===== src/rtl/mcu_router_pkg.sv =====
`default_nettype none
// +----------------------------------------------------------------------------+
// | Module      : mcu_router_pkg                                               |
// | Description : Shared types and constants for the MCU command router:       |
// |               frame state encoding, local command codes and a small        |
// |               helper that classifies router-local target codes.            |
// | Revision    : 1.0 - initial release                                        |
// +----------------------------------------------------------------------------+
package mcu_router_pkg;

  // Frame state; the explicit width keeps the encoding stable across tools
  typedef enum logic [2:0] {
    IDLE  = 3'd0,
    SEL   = 3'd1,
    FWD   = 3'd2,
    LOCAL = 3'd3,
    DROP  = 3'd4
  } state_t;

  localparam logic [7:0] TGT_STATUS  = 8'hF0;  // read pending / rr index / timeout flag
  localparam logic [7:0] TGT_ENABLE  = 8'hF1;  // write interrupt enable mask
  localparam logic [7:0] RR_NONE     = 8'hFF;  // no interrupt pending, also DROP filler
  localparam int         MAX_TARGETS = 8;

  // True for target codes handled inside the router rather than forwarded
  function automatic logic is_local(input logic [7:0] code);
    return (code == TGT_STATUS) || (code == TGT_ENABLE);
  endfunction

endpackage
`default_nettype wire


===== src/rtl/mcu_cmd_router_rr_pick.sv =====
`default_nettype none
// +----------------------------------------------------------------------------+
// | Module      : rr_pick                                                      |
// | Description : Combinational circular priority encoder. Returns the first   |
// |               set request at or after ptr_i, wrapping at NUM_TARGETS.      |
// | Revision    : 1.0 - initial release                                        |
// +----------------------------------------------------------------------------+
module rr_pick #(
  parameter int NUM_TARGETS = 4,
  parameter int IDX_W       = 2
) (
  input  logic [NUM_TARGETS-1:0] req_i,
  input  logic [IDX_W-1:0]       ptr_i,
  output logic                   valid_o,
  output logic [IDX_W-1:0]       idx_o
);

  // One extra bit so ptr + offset never overflows before the wrap
  logic [IDX_W:0] cand;

  // Walk offsets 0..N-1 from the pointer; the first hit wins
  always_comb begin
    valid_o = 1'b0;
    idx_o   = '0;
    cand    = '0;
    for (int i = 0; i < NUM_TARGETS; i++) begin
      cand = {1'b0, ptr_i} + (IDX_W+1)'(i);
      if (cand >= (IDX_W+1)'(NUM_TARGETS)) begin
        cand = cand - (IDX_W+1)'(NUM_TARGETS);
      end
      if (!valid_o && req_i[cand[IDX_W-1:0]]) begin
        valid_o = 1'b1;
        idx_o   = cand[IDX_W-1:0];
      end
    end
  end

endmodule
`default_nettype wire


===== src/rtl/mcu_cmd_router.sv =====
`default_nettype none
// +----------------------------------------------------------------------------+
// | Module      : mcu_cmd_router                                               |
// | Description : Shares the MCU SPI byte channel among NUM_TARGETS clients.   |
// |               The first byte of a frame selects a client (or a local       |
// |               status/enable command); the rest is re-framed and forwarded. |
// |               The selected client's return byte goes back to the MCU and   |
// |               client interrupts are merged into int_out_n.                 |
// |               Optional build macro MCU_ROUTER_TIMEOUT_EN adds an           |
// |               inter-byte timeout that abandons stale frames.               |
// | Revision    : 1.0 - initial release                                        |
// +----------------------------------------------------------------------------+
module mcu_cmd_router
  import mcu_router_pkg::*;
#(
  parameter int NUM_TARGETS = 4,
  parameter int TMO_W       = 24,
  parameter int TMO_CYCLES  = 8000000
) (
  input  logic                     clk,
  input  logic                     reset,
  input  logic                     data_in_strobe,
  input  logic                     data_in_start,
  input  logic [7:0]               data_in,
  output logic [7:0]               data_out,
  output logic                     int_out_n,
  output logic [NUM_TARGETS-1:0]   tgt_strobe,
  output logic                     tgt_start,
  output logic [7:0]               tgt_data,
  input  logic [8*NUM_TARGETS-1:0] tgt_data_out,
  input  logic [NUM_TARGETS-1:0]   tgt_int
);

  localparam int IDX_W = (NUM_TARGETS > 1) ? $clog2(NUM_TARGETS) : 1;

  state_t                 state_q;
  logic [IDX_W-1:0]       tgt_q;         // selected client for SEL/FWD
  logic                   loc_enable_q;  // LOCAL frame is the enable-mask write
  logic [3:0]             k_q;           // byte index inside a LOCAL frame
  logic [7:0]             data_out_q;
  logic [NUM_TARGETS-1:0] tgt_strobe_q;
  logic                   tgt_start_q;
  logic [7:0]             tgt_data_q;
  logic [NUM_TARGETS-1:0] en_mask_q;
  logic [IDX_W-1:0]       rr_ptr_q;
  logic                   tmo_flag_q;
  // Return capture runs one cycle behind the forwarded pulse so a client
  // that registers its reply on the strobe is still picked up.
  logic                   ret_pend_q;
  logic [IDX_W-1:0]       ret_idx_q;

  logic [NUM_TARGETS-1:0] pending;
  logic                   rr_valid;
  logic [IDX_W-1:0]       rr_idx;
  logic [IDX_W-1:0]       rr_next;
  logic                   tmo_hit;
  logic                   start_stb;
  logic [7:0]             tdo_bytes [NUM_TARGETS];

  // Split the flat client return bus into per-client bytes
  for (genvar gi = 0; gi < NUM_TARGETS; gi++) begin : g_tdo_unpack
    assign tdo_bytes[gi] = tgt_data_out[8*gi +: 8];
  end

  assign pending   = tgt_int & en_mask_q;
  assign int_out_n = ~|pending;
  assign start_stb = data_in_strobe & data_in_start;
  assign rr_next   = (rr_idx == IDX_W'(NUM_TARGETS - 1)) ? '0 : rr_idx + 1'b1;

  rr_pick #(
    .NUM_TARGETS (NUM_TARGETS),
    .IDX_W       (IDX_W)
  ) u_rr_pick (
    .req_i   (pending),
    .ptr_i   (rr_ptr_q),
    .valid_o (rr_valid),
    .idx_o   (rr_idx)
  );

`ifdef MCU_ROUTER_TIMEOUT_EN
  localparam logic [TMO_W-1:0] TMO_LAST = TMO_W'(TMO_CYCLES - 1);

  logic [TMO_W-1:0] tmo_cnt_q;

  // Count idle cycles of an open frame; any strobe restarts the count
  always_ff @(posedge clk) begin
    if (reset || (state_q == IDLE) || data_in_strobe) begin
      tmo_cnt_q <= '0;
    end else if (!tmo_hit) begin
      tmo_cnt_q <= tmo_cnt_q + 1'b1;
    end
  end

  assign tmo_hit = (state_q != IDLE) && !data_in_strobe && (tmo_cnt_q == TMO_LAST);
`else
  // Timeout parameters only matter in the timeout build
  logic unused_tmo_cfg;
  assign unused_tmo_cfg = TMO_W[0] ^ TMO_CYCLES[0];
  assign tmo_hit        = 1'b0;
`endif

  // Frame FSM with registered forward pulses, return byte and local registers
  always_ff @(posedge clk) begin
    if (reset) begin
      state_q      <= IDLE;
      tgt_q        <= '0;
      loc_enable_q <= 1'b0;
      k_q          <= '0;
      data_out_q   <= 8'h00;
      tgt_strobe_q <= '0;
      tgt_start_q  <= 1'b0;
      tgt_data_q   <= 8'h00;
      en_mask_q    <= '1;
      rr_ptr_q     <= '0;
      tmo_flag_q   <= 1'b0;
      ret_pend_q   <= 1'b0;
      ret_idx_q    <= '0;
    end else begin
      tgt_strobe_q <= '0;
      tgt_start_q  <= 1'b0;
      ret_pend_q   <= |tgt_strobe_q;

      if (ret_pend_q) begin
        data_out_q <= tdo_bytes[ret_idx_q];
      end

      if (start_stb) begin
        // A start always opens a new frame, aborting whatever was open
        data_out_q   <= 8'h00;
        k_q          <= '0;
        tgt_q        <= data_in[IDX_W-1:0];
        loc_enable_q <= (data_in == TGT_ENABLE);
        if (data_in < 8'(NUM_TARGETS)) begin
          state_q <= SEL;
        end else if (is_local(data_in)) begin
          state_q <= LOCAL;
        end else begin
          state_q <= DROP;
        end
      end else if (tmo_hit) begin
        state_q    <= IDLE;
        tmo_flag_q <= 1'b1;
      end else if (data_in_strobe) begin
        case (state_q)
          SEL, FWD: begin
            tgt_strobe_q <= NUM_TARGETS'(1) << tgt_q;
            tgt_start_q  <= (state_q == SEL);
            tgt_data_q   <= data_in;
            ret_idx_q    <= tgt_q;
            state_q      <= FWD;
          end
          LOCAL: begin
            if (k_q != 4'd15) begin
              k_q <= k_q + 4'd1;
            end
            if (loc_enable_q) begin
              data_out_q <= 8'h00;
              if (k_q == 4'd0) begin
                en_mask_q <= data_in[NUM_TARGETS-1:0];
              end
            end else begin
              case (k_q)
                4'd0: data_out_q <= 8'(pending);
                4'd1: begin
                  if (rr_valid) begin
                    data_out_q <= 8'(rr_idx);
                    rr_ptr_q   <= rr_next;
                  end else begin
                    data_out_q <= RR_NONE;
                  end
                end
                4'd2: begin
                  data_out_q <= {tmo_flag_q, 7'd0};
                  tmo_flag_q <= 1'b0;
                end
                default: data_out_q <= 8'h00;
              endcase
            end
          end
          DROP: begin
            data_out_q <= RR_NONE;
          end
          default: begin
            // IDLE: stray data bytes are ignored
          end
        endcase
      end
    end
  end

  assign data_out   = data_out_q;
  assign tgt_strobe = tgt_strobe_q;
  assign tgt_start  = tgt_start_q;
  assign tgt_data   = tgt_data_q;

endmodule
`default_nettype wire


===== config.mk =====
export PLATFORM = sky130hd
export DESIGN_NAME = mcu_cmd_router
export DESIGN_NICKNAME = d
export VERILOG_FILES = /design/src/rtl/mcu_router_pkg.sv /design/src/rtl/mcu_cmd_router_rr_pick.sv /design/src/rtl/mcu_cmd_router.sv
export SDC_FILE = /design/constraint.sdc
export NUM_CORES = 1
export LEC_CHECK = 0
export CAP_MARGIN = 0
export CORE_MARGIN = 2
export CORE_UTILIZATION = 49
export CTS_CLUSTER_DIAMETER = 50
export CTS_CLUSTER_SIZE = 20
export DETAILED_ROUTE_END_ITERATION = 16
export GPL_ROUTABILITY_DRIVEN = 0
export MAX_ROUTING_LAYER = met4
export PLACE_DENSITY = 0.95
export SLEW_MARGIN = 20
export SYNTH_ARGS = -nofsm -noshare
export SYNTH_HDL_FRONTEND = slang
export SYNTH_SLANG_ARGS = --single-unit

===== constraint.sdc =====
create_clock -name clk -period 4.6 [get_ports clk]
set_input_delay 0.46 -clock clk [delete_from_list [all_inputs] [get_ports clk]]
set_output_delay 0.46 -clock clk [all_outputs]
set_load 0.005 [all_outputs]

==> summary.txt, run 1 <==
Outcome
  – Status: finished clean

Final layout
  – Commonest cells after routing, fill and taps aside: clkdlybuf4s50_1 (69), dfxtp_1 (40), nor2_1 (29), nand2_1 (18), mux2i_1 (14)
  – ANT cells: 0
  – Area growth syn-to-layout: 37.58%
  – Cell area after layout: approximately 0.0028 mm^2
  – Core Util, Final: a little over two thirds
  – Share of cells above drive strength 1: around 8.0%
  – Nets: around 340
  – Commonest non-fill, non-tap cell in the layout: clkdlybuf4s50_1

Routing
  – Drt drc: 0
  – Vias: between 1500 and 2000
  – Via/cell ratio: roughly 5.7
  – Detail Route Antenna Nets: 0
  – DR pass1 iterations: 4
  – Routed wire per std cell: 15.39 um
  – DRT iter0 DRCs: roughly 120
  – Post-Route WL: between 5 and 6 mm

Power
  – Max IR drop VDD: 0.0001912 V
  – Pleak: 1.094 nW
  – Power per cell area: 238.7 mW/mm^2

STA
  – Final WS setup: around 2.2 ns
  – # setup viols final: 0
  – Final Hold Fails: 0
  – F_max: between 0.4 and 0.5 GHz
  – Setup TNS: 0 ns
  – Max-slew headroom: between 50 and 60%
  – Worst-Margin Slew: 0.6645 ns
  – RSZ-0062 raised after global routing: false
  – Final Skew: a little under 0.004 ns
  – Max-slew violation count: 0
  – Hold_ws: ~0.47 ns
  – Fin crit period: 2.384 ns
  – Period Utilization, post-route: 51.83%

Worst setup path
  – R2R Path End: rr_ptr_q[0]$_SDFFE_PP0P_
  – Reg-to-Reg Start: rr_ptr_q[1]$_SDFFE_PP0P_
  – Setup crit end kind: output port
  – Crit-path max FO: 7
  – Worst Path Arrival: between 1.5 and 2 ns
  – CP startpoint: tgt_int[1]
  – Worst R2R Setup Slack: between 2 and 3 ns
  – Req. time, crit path: approximately 4.1 ns
  – Critical path class: input pin to output port
  – Critical path launch point type: input pin
  – CP endpoint: int_out_n
  – Worst reg-to-reg path cell count: 6

Logic synthesis
  – Warnings from Yosys: 0
  – Avg Cell Area, Syn: between 9 and 10 um^2
  – Unique masters post-synth: 48
  – Ys flop type: dfxtp_1
  – Mapped Cells: about 220
  – Sequential share of the synthesized area: between 30 and 40%
  – Flops & latches, synth: 40
  – Mapped cell area: a little over 0.002 mm^2
  – Mapped Nets: approximately 280
  – Post-synth ARST share: 0%
  – Number of synthesized flops with an enable pin: 0

Clock network
  – Cts hold-fix bufs: 0
  – Skew-Pair Late Insertion Delay: roughly 0.29 ns
  – Postcts setup bufs: 0
  – CTS clock-pin slew for the worst setup and hold paths: 0.08 ns
  – CTS buffer count: 5
  – Root Driver: clkbuf_8
  – CTS tree: built
  – H-tree depth: 2
  – Buffer depth of the longest clock path: 2
  – Clk sinks: 40
  – CTS resizes: 0

GRT
  – Grt met2 use: roughly two fifths
  – Met3 Use GR: approximately 5.8%
  – Initial antenna violation count: 0
  – Met1 Use GR: 26.60%
  – Global-route wire length before repair: 7.928 mm
  – Global routing's busiest layer: met2
  – Overflow left after global routing: 0
  – Vias in the first global route: approximately 1700
  – Largest net degree at the start of global routing: 30
  – All-Layer GR Usage: around a quarter

Floorplanning
  – Die area: between 0.004 and 0.005 mm^2
  – Initial core utilization: between 50 and 60%
  – Die Wd: 68.91 um
  – # rows: 23
  – I/O Pins: 70
  – Core ar.: 0.004029 mm^2
  – DIE HEIGHT: 68.91 um

Min path
  – Hold Crit Class: flip-flop to flip-flop

Place
  – Port buffer count: 69
  – Area post-placement: 0.002759 mm^2
  – Dpl ws: around 2.1 ns
  – Detailed Place HPWL: roughly 4.0 mm

Flow run
  – Max Cap Viol: 0
==> stage by stage <==
stage | total power [mW] | std cells
2_1_floorplan | 0.4027 | 223
3_3_place_gp | 0.4598 | 330
3_5_place_dp | 0.4634 | 330
4_1_cts | 0.6810 | 337
5_1_grt | 0.7061 | 337
6_report | 0.6780 | 337
==> synthesized netlist by cell type, drive strengths merged (4+ instances only) <==
master | number | area, um^2
dfxtp | 40 | 800.8
nor2 | 29 | 108.9
nand2 | 19 | 78.82
mux2i | 14 | 140.1
a21oi | 13 | 65.06
o21ai | 9 | 45.04
mux4 | 8 | 180.2
clkbuf | 7 | 26.28
inv | 7 | 26.28
a211o | 6 | 52.55
buf | 6 | 40.03
nor3 | 6 | 30.03
nand3 | 5 | 25.02
and2 | 4 | 25.02
ha | 4 | 50.05
==> worst min path at each step <==
stage,from,endpoint,slack [ns],cells after the start
6_report,en_mask_q[1]$_SDFFE_PP1P_,en_mask_q[1]$_SDFFE_PP1P_,0.47,1
5_1_grt,en_mask_q[1]$_SDFFE_PP1P_,en_mask_q[1]$_SDFFE_PP1P_,0.48,1
4_1_cts,en_mask_q[1]$_SDFFE_PP1P_,en_mask_q[1]$_SDFFE_PP1P_,0.47,1
3_5_place_dp,en_mask_q[1]$_SDFFE_PP1P_,en_mask_q[1]$_SDFFE_PP1P_,0.45,1
3_3_place_gp,en_mask_q[1]$_SDFFE_PP1P_,en_mask_q[1]$_SDFFE_PP1P_,0.45,1
2_1_floorplan,en_mask_q[1]$_SDFFE_PP1P_,en_mask_q[1]$_SDFFE_PP1P_,0.44,1
==> per-layer routing <==
layer	up-vias	wire length [um]	part of all wire [%]
li1	936	-	-
met1	873	2055	40
met2	89	2484	48
met3	9	563	11
met4	0	82	1.6
met5	-	0	0
==> area by class of cell <==
| cell class | instances | area [um^2] |
|---|---|---|
| fillers | 315 | 1189 |
| multi-input cells | 163 | 1171 |
| flip-flops and latches | 40 | 800.8 |
| repair buffers | 70 | 698.2 |
| clock buffers | 5 | 68.82 |
| well taps | 50 | 62.56 |
| inverters | 7 | 26.28 |
| clock inverters | 2 | 12.51 |
==> cell families (layout without fill, tap and decap cells) <==
| family | Yosys count | count (layout) | share of synthesized area [%] |
|---|---|---|---|
| XOR/XNOR | 2 | 2 | 0.8486 |
| AND/OR/NAND/NOR | 88 | 88 | 22.36 |
| flip-flops | 40 | 40 | 38.79 |
| buffers and inverters | 20 | 84 | 4.485 |
| adder cells (fa/ha/maj) | 4 | 4 | 2.424 |
| AO/OA/AOI/OAI | 44 | 44 | 13.94 |
| multiplexers | 25 | 25 | 17.15 |
==> power breakdown <==
group,leakage [nW],switching [mW],internal [mW]
sequential,0.324,0.00563,0.352
combinational,0.730,0.0371,0.0615
clock,0.0400,0.119,0.103
==> sequential cells by signal, summed over array words and instances (netlist names), 2 cells and up <==
name	count
data_out	8
tgt_data	8
en_mask_q	4
k_q	4
tgt_strobe	4
state_q	3
ret_idx_q	2
rr_ptr_q	2
tgt_q	2
==> worst max-delay path, cell delays in order <==
cell	delay [ns]
clkdlybuf4s50_1	0.40
nand2_1	0.20
nand4_1	0.23
inv_1	0.13
clkdlybuf4s50_1	0.51
Note: power is estimated with default switching activity, not from simulation.
==> run 2, diff against run 1 <==
Settings changed: CORE_UTILIZATION 49 to 45, PLACE_DENSITY 0.95 to 0.9.
Clock period 4.6 ns to 2.27 ns, I/O delays scaled along.
==> run 2 against run 1 <==
Against the previous run: global-route usage is 2.7 points lower; register-to-register slack got worse by 2.3 ns; sequential share of layout area fell by 0.44 points; routed wire length fell by 0.52%; clock-buffer cell count up 2; via count rose by 1.3%; sequential power up 100%; non-clock buffer count rose by 4; critical path type is now flip-flop to flip-flop; largest cell class unchanged.
==> summary.txt, run 2 (same netlist as run 1, synthesis figures left out) <==
Final layout
  – Core Util, Final: 65.81% (-4.7 points)
  – Commonest non-fill, non-tap cell in the layout: clkdlybuf4s50_1
  – Area growth syn-to-layout: 39.76%
  – ANT cells: 0 (unchanged)
  – Nets: 343 (+1.2%)
  – Post-Layout Cell Count: 344 (+2.1%)
  – Fillers: 357 (+13%)
  – Commonest cells after routing, fill and taps aside: clkdlybuf4s50_1 (69), dfxtp_1 (40), nor2_1 (29), nand2_1 (18), mux2i_1 (14)
  – Share of cells above drive strength 1: 9.247% (+1.2 points)

STA
  – Worst-Margin Slew: 0.4601 ns (-0.2044 ns)
  – Final WS setup: 0.3011 ns (-1.914 ns)
  – Hold_ws: 0.4670 ns (-0.0008600 ns)
  – F_max: about 0.51 GHz
  – # setup viols final: 0 (unchanged)
  – Final Hold Fails: 0 (unchanged)
  – Final Skew: 0.002980 ns (-0.0009710 ns)
  – Max-slew headroom: 69.28% (+14 points)
  – Fin crit period: 1.969 ns
  – Period Utilization, post-route: around 87%
  – Setup TNS: 0 ns (unchanged)
  – RSZ-0062 raised after global routing: false
  – Max-slew violation count: 0 (unchanged)

Worst setup path
  – CP cell instances: mux2_2, o22a_1, o21a_1, and2_1, ha_1, o41ai_1
  – Slowest CP cell: dfxtp_1
  – Worst Path Arrival: 2.16 ns (+0.24 ns)
  – Crit-path max FO: 9 (+2)
  – Reg-to-Reg Start: rr_ptr_q[1]$_SDFFE_PP0P_
  – CP startpoint: rr_ptr_q[1]$_SDFFE_PP0P_
  – Critical path launch point type: flip-flop
  – Critical path class: flip-flop to flip-flop
  – Req. time, crit path: 2.46 ns (-1.68 ns)
  – Setup crit end kind: flip-flop
  – Worst path max stage delay: 0.49 ns (-0.02 ns)

Power
  – Pleak: 1.117 nW (+2.1%)
  – Max IR drop VDD: 0.0002663 V (+39%)
  – Power per cell area: 492.2 mW/mm^2 (+110%)

Clock network
  – Buffer depth of the longest clock path: 2 (unchanged)
  – Skew-Pair Late Insertion Delay: 0.29 ns (about the same)
  – Clk sinks: 40 (unchanged)
  – H-tree depth: 2 (unchanged)
  – Cts hold-fix bufs: 0 (unchanged)
  – CTS tree: built
  – CTS resizes: 0 (unchanged)
  – Root Driver: clkbuf_8
  – Postcts setup bufs: 0 (unchanged)
  – CTS clock-pin slew for the worst setup and hold paths: 0.08 ns (about the same)
  – CTS buffer count: 5 (unchanged)

Floorplanning
  – Die Wd: 71.73 um (+4.1%)
  – Die area: 0.005145 mm^2 (+8.4%)
  – Initial core utilization: 47.09% (-4.2 points)
  – DIE HEIGHT: 71.73 um (+4.1%)
  – # rows: 24 (+4.3%)
  – I/O Pins: 70 (unchanged)
  – Core ar.: 0.004384 mm^2 (+8.8%)

Routing
  – Vias: 1931 (+1.3%)
  – DR pass1 iterations: 4 (unchanged)
  – Post-Route WL: 5.160 mm (-0.52%)
  – Via/cell ratio: 5.613 (-0.80%)
  – Drt drc: 0 (unchanged)
  – Detail Route Antenna Nets: 0 (unchanged)
  – Routed wire per std cell: 15.00 um (-2.5%)
  – DRT iter0 DRCs: 102 (-18%)

Place
  – Dpl ws: 0.04725 ns (-2.070 ns)
  – Dpl cells: 336 (+1.8%)
  – Port buffer count: 69 (unchanged)
  – Detailed Place HPWL: 3.925 mm (-1.5%)

GRT
  – Initial antenna violation count: 0 (unchanged)
  – Overflow left after global routing: 0 (unchanged)
  – Largest net degree at the start of global routing: 28 (-6.7%)
  – All-Layer GR Usage: 20.68% (-2.7 points)
  – Vias in the first global route: 1766 (+1.7%)
  – Global-route wire length before repair: 8.107 mm (+2.3%)

Min path
  – Hold Crit Start: en_mask_q[1]$_SDFFE_PP1P_
  – Hold Crit Class: flip-flop to flip-flop

Outcome
  – Status: finished clean

Flow run
  – Max Cap Viol: 0 (unchanged)
## run 2: changes by cell type in the layout (fill, tap and decap cells not counted)
cell / delta
buf_4: +4
clkbuf_1: +1
clkbuf_8: +1
clkinv_2: -1
## run 2: routing by layer
layer | vias to the layer above | share of wire, % | routed length (um) | track usage, %
met5 | - | 0 | 0 | -
met4 | 0 | 1.5 | 79 | 7.966
met3 | 9 | 9.4 | 486 | 6.188
met2 | 83 | 46 | 2389 | 33.23
met1 | 895 | 43 | 2205 | 24.32
li1 | 944 | - | - | -
## run 2: worst max-delay path, delay by kind of cell, from the launching register on
family,cells,cell delay [ns]
and+or+nand+nor,1,0.15
adders and majority gates,1,0.19
muxes,1,0.37
DFF,1,0.49
AOI/OAI and AO/OA,3,0.67
## run 2: area by class of cell
| type | instances | area [um^2] | share of cell area [%] |
|---|---|---|---|
| multi-input combinational | 163 | 1171 | 40.59 |
| timing repair buffer | 74 | 728.2 | 25.24 |
| tap | 52 | 65.06 | 2.255 |
| sequential | 40 | 800.8 | 27.75 |
| clock inverter | 1 | 7.507 | 0.2602 |
| inverter | 7 | 26.28 | 0.9107 |
| clock buffer | 7 | 86.33 | 2.992 |
## run 2: worst paths after layout
check                                   end  slack [ns]  cells past startpoint
setup / recovery   rr_ptr_q[0]$_SDFFE_PP0P_        0.30                      6
hold / removal    en_mask_q[1]$_SDFFE_PP1P_        0.47                      1
setup reg to reg   rr_ptr_q[0]$_SDFFE_PP0P_        0.30                      6
hold reg to reg   en_mask_q[1]$_SDFFE_PP1P_        0.47                      1
## run 2: where the power goes
group | switching (mW) | internal, mW
clock | 0.246 | 0.247
sequential | 0.0108 | 0.714
combinational | 0.0759 | 0.127
## run 2: metrics by stage
step / power [mW] / area (um^2)
after floorplan: 0.8161 / 2064
after global placement: 0.9365 / 2791
after detailed placement: 0.9417 / 2791
after CTS: 1.429 / 2885
after global routing: 1.479 / 2885
final: 1.420 / 2885
==> run 3, diff against run 2 <==
Settings changed: CORE_UTILIZATION 45 to 41, PLACE_DENSITY 0.9 to 0.84.
==> run 3 against run 2 <==
Against the previous run: largest power group unchanged; sequential power barely moved; fmax down 0.60%; power up 6.7%; critical endpoint is now int_out_n; largest cell class unchanged; highest routed layer unchanged; combinational power barely moved; cell area increased by 1.6%; register-to-register slack improved by 0.05 ns.
==> summary.txt, run 3 (same netlist as run 1, synthesis figures left out) <==
Routing
  – Vias: 1915 (-0.83%)
  – DRT iter0 DRCs: 89 (-13%)
  – DR pass1 iterations: 4 (unchanged)
  – Drt drc: 0 (unchanged)
  – Routed wire per std cell: 14.48 um (-3.5%)
  – Post-Route WL: 5.213 mm (+1.0%)
  – Detail Route Antenna Nets: 0 (unchanged)
  – Via/cell ratio: 5.319 (-5.2%)

Worst setup path
  – Critical path launch point type: input pin
  – Req. time, crit path: 2.04 ns (-0.42 ns)
  – Setup crit end kind: output port
  – Crit-path max FO: 4 (-5)
  – Critical path class: input pin to output port
  – Worst Path Arrival: 1.75 ns (-0.41 ns)

Clock network
  – Postcts setup bufs: 0 (unchanged)
  – CTS buffer count: 5 (unchanged)
  – H-tree depth: 2 (unchanged)
  – Buffer depth of the longest clock path: 2 (unchanged)
  – Skew-Pair Late Insertion Delay: 0.29 ns (about the same)
  – Root Driver: clkbuf_8
  – Cts hold-fix bufs: 0 (unchanged)
  – CTS tree: built
  – CTS resizes: 0 (unchanged)
  – CTS clock-pin slew for the worst setup and hold paths: 0.08 ns (about the same)
  – Clk sinks: 40 (unchanged)

STA
  – Max-slew violation count: 0 (unchanged)
  – Period Utilization, post-route: 87.26% (+0.52 points)
  – Fin crit period: 1.981 ns (+0.01187 ns)
  – Worst-Margin Slew: 0.4521 ns (-0.008018 ns)
  – Final Hold Fails: 0 (unchanged)
  – # setup viols final: 0 (unchanged)
  – Setup TNS: 0 ns (unchanged)
  – Final Skew: 0.006801 ns (+0.003821 ns)
  – Max-slew headroom: 69.82% (+0.54 points)
  – F_max: 0.5049 GHz (-0.60%)
  – RSZ-0062 raised after global routing: false
  – Final WS setup: 0.2893 ns (-0.01187 ns)

Floorplanning
  – Die Wd: 74.96 um (+4.5%)
  – I/O Pins: 70 (unchanged)
  – Core ar.: 0.004786 mm^2 (+9.2%)
  – # rows: 25 (+4.2%)
  – Initial core utilization: 43.14% (-4.0 points)
  – DIE HEIGHT: 74.96 um (+4.5%)
  – Die area: 0.005619 mm^2 (+9.2%)

GRT
  – Overflow left after global routing: 0 (unchanged)
  – All-Layer GR Usage: 19.33% (-1.4 points)
  – Largest net degree at the start of global routing: 21 (-25%)
  – Vias in the first global route: 1868 (+5.8%)
  – Initial antenna violation count: 0 (unchanged)
  – Global-route wire length before repair: 8.238 mm (+1.6%)

Final layout
  – Commonest cells after routing, fill and taps aside: clkdlybuf4s50_1 (69), dfxtp_1 (40), nor2_1 (29), nand2_1 (18), mux2i_1 (14)
  – Share of cells above drive strength 1: 9.898% (+0.65 points)
  – Reg area: 800.8 um^2 (unchanged)
  – Area growth syn-to-layout: 42.06%
  – Commonest non-fill, non-tap cell in the layout: clkdlybuf4s50_1
  – Nets: 344 (+0.29%)
  – Fillers: 430 (+20%)
  – ANT cells: 0 (unchanged)
  – Multi-input logic area: 0.001171 mm^2 (unchanged)

Place
  – Detailed Place HPWL: 4.156 mm (+5.9%)
  – Port buffer count: 69 (unchanged)
  – Dpl ws: 0.09396 ns (+0.04671 ns)

Flow run
  – Max Cap Viol: 0 (unchanged)

Outcome
  – Status: finished clean

Min path
  – Hold Crit Class: flip-flop to flip-flop

Power
  – Max IR drop VDD: 0.0004166 V (+56%)
  – Power per cell area: 516.6 mW/mm^2 (+4.9%)
  – Pleak: 1.132 nW (+1.4%)
[run 3: cell types whose count changed in the layout (fill, tap and decap cells not counted), sizes merged]
cell    change
clkbuf      -2
bufinv      +1
buf         +1
inv         +1
[run 3: report_power, final]
part	internal, mW	leakage, nW	total [mW]	switching, mW
Clock	0.331	0.0548	0.588	0.256
Sequential	0.713	0.324	0.724	0.0107
Combinational	0.128	0.754	0.203	0.0750
Total	1.17	1.13	1.52	0.342
[run 3: path summary, 6_finish.rpt]
kind / start / endpoint / slack, ns / cells after the start
setup / recovery: tgt_int[2] / int_out_n / 0.29 / 6
hold / removal: en_mask_q[1]$_SDFFE_PP1P_ / en_mask_q[1]$_SDFFE_PP1P_ / 0.48 / 1
setup reg to reg: rr_ptr_q[1]$_SDFFE_PP0P_ / rr_ptr_q[0]$_SDFFE_PP0P_ / 0.35 / 6
hold reg to reg: en_mask_q[1]$_SDFFE_PP1P_ / en_mask_q[1]$_SDFFE_PP1P_ / 0.48 / 1
[run 3: layout make-up]
cell class	count	area share, %
multi-input cells	163	39.93
repair buffers	75	25.09
inverters	7	0.8959
clock buffers	5	2.346
well taps	67	2.858
flip-flops and latches	40	27.30
clock inverters	3	1.578
[run 3: per-layer routing]
metal	track usage (%)	vias to the layer above	wire length, um
li1	-	943	-
met1	22.92	883	2210
met2	32.94	84	2452
met3	5.221	5	520
met4	3.968	0	28
met5	-	-	0
[run 3: metrics by stage]
step	area [um^2]	cells	power, mW	hold WS [ns]	util, %
6_report	2933	360	1.515	0.4778	61.28
5_1_grt	2933	360	1.575	0.5037	61.28
4_1_cts	2933	360	1.526	0.4775	61.28
3_5_place_dp	2818	352	0.9433	0.4578	58.88
3_3_place_gp	2818	352	0.9381	0.4460	58.88
2_1_floorplan	2064	223	0.8161	0.3630	-
[run 3: critical path, cell delays in order]
cell and delay (ns):
clkdlybuf4s50_1 0.48, nand2_1 0.13, buf_4 0.13, nand4_1 0.17
inv_1 0.12, clkdlybuf4s50_1 0.50
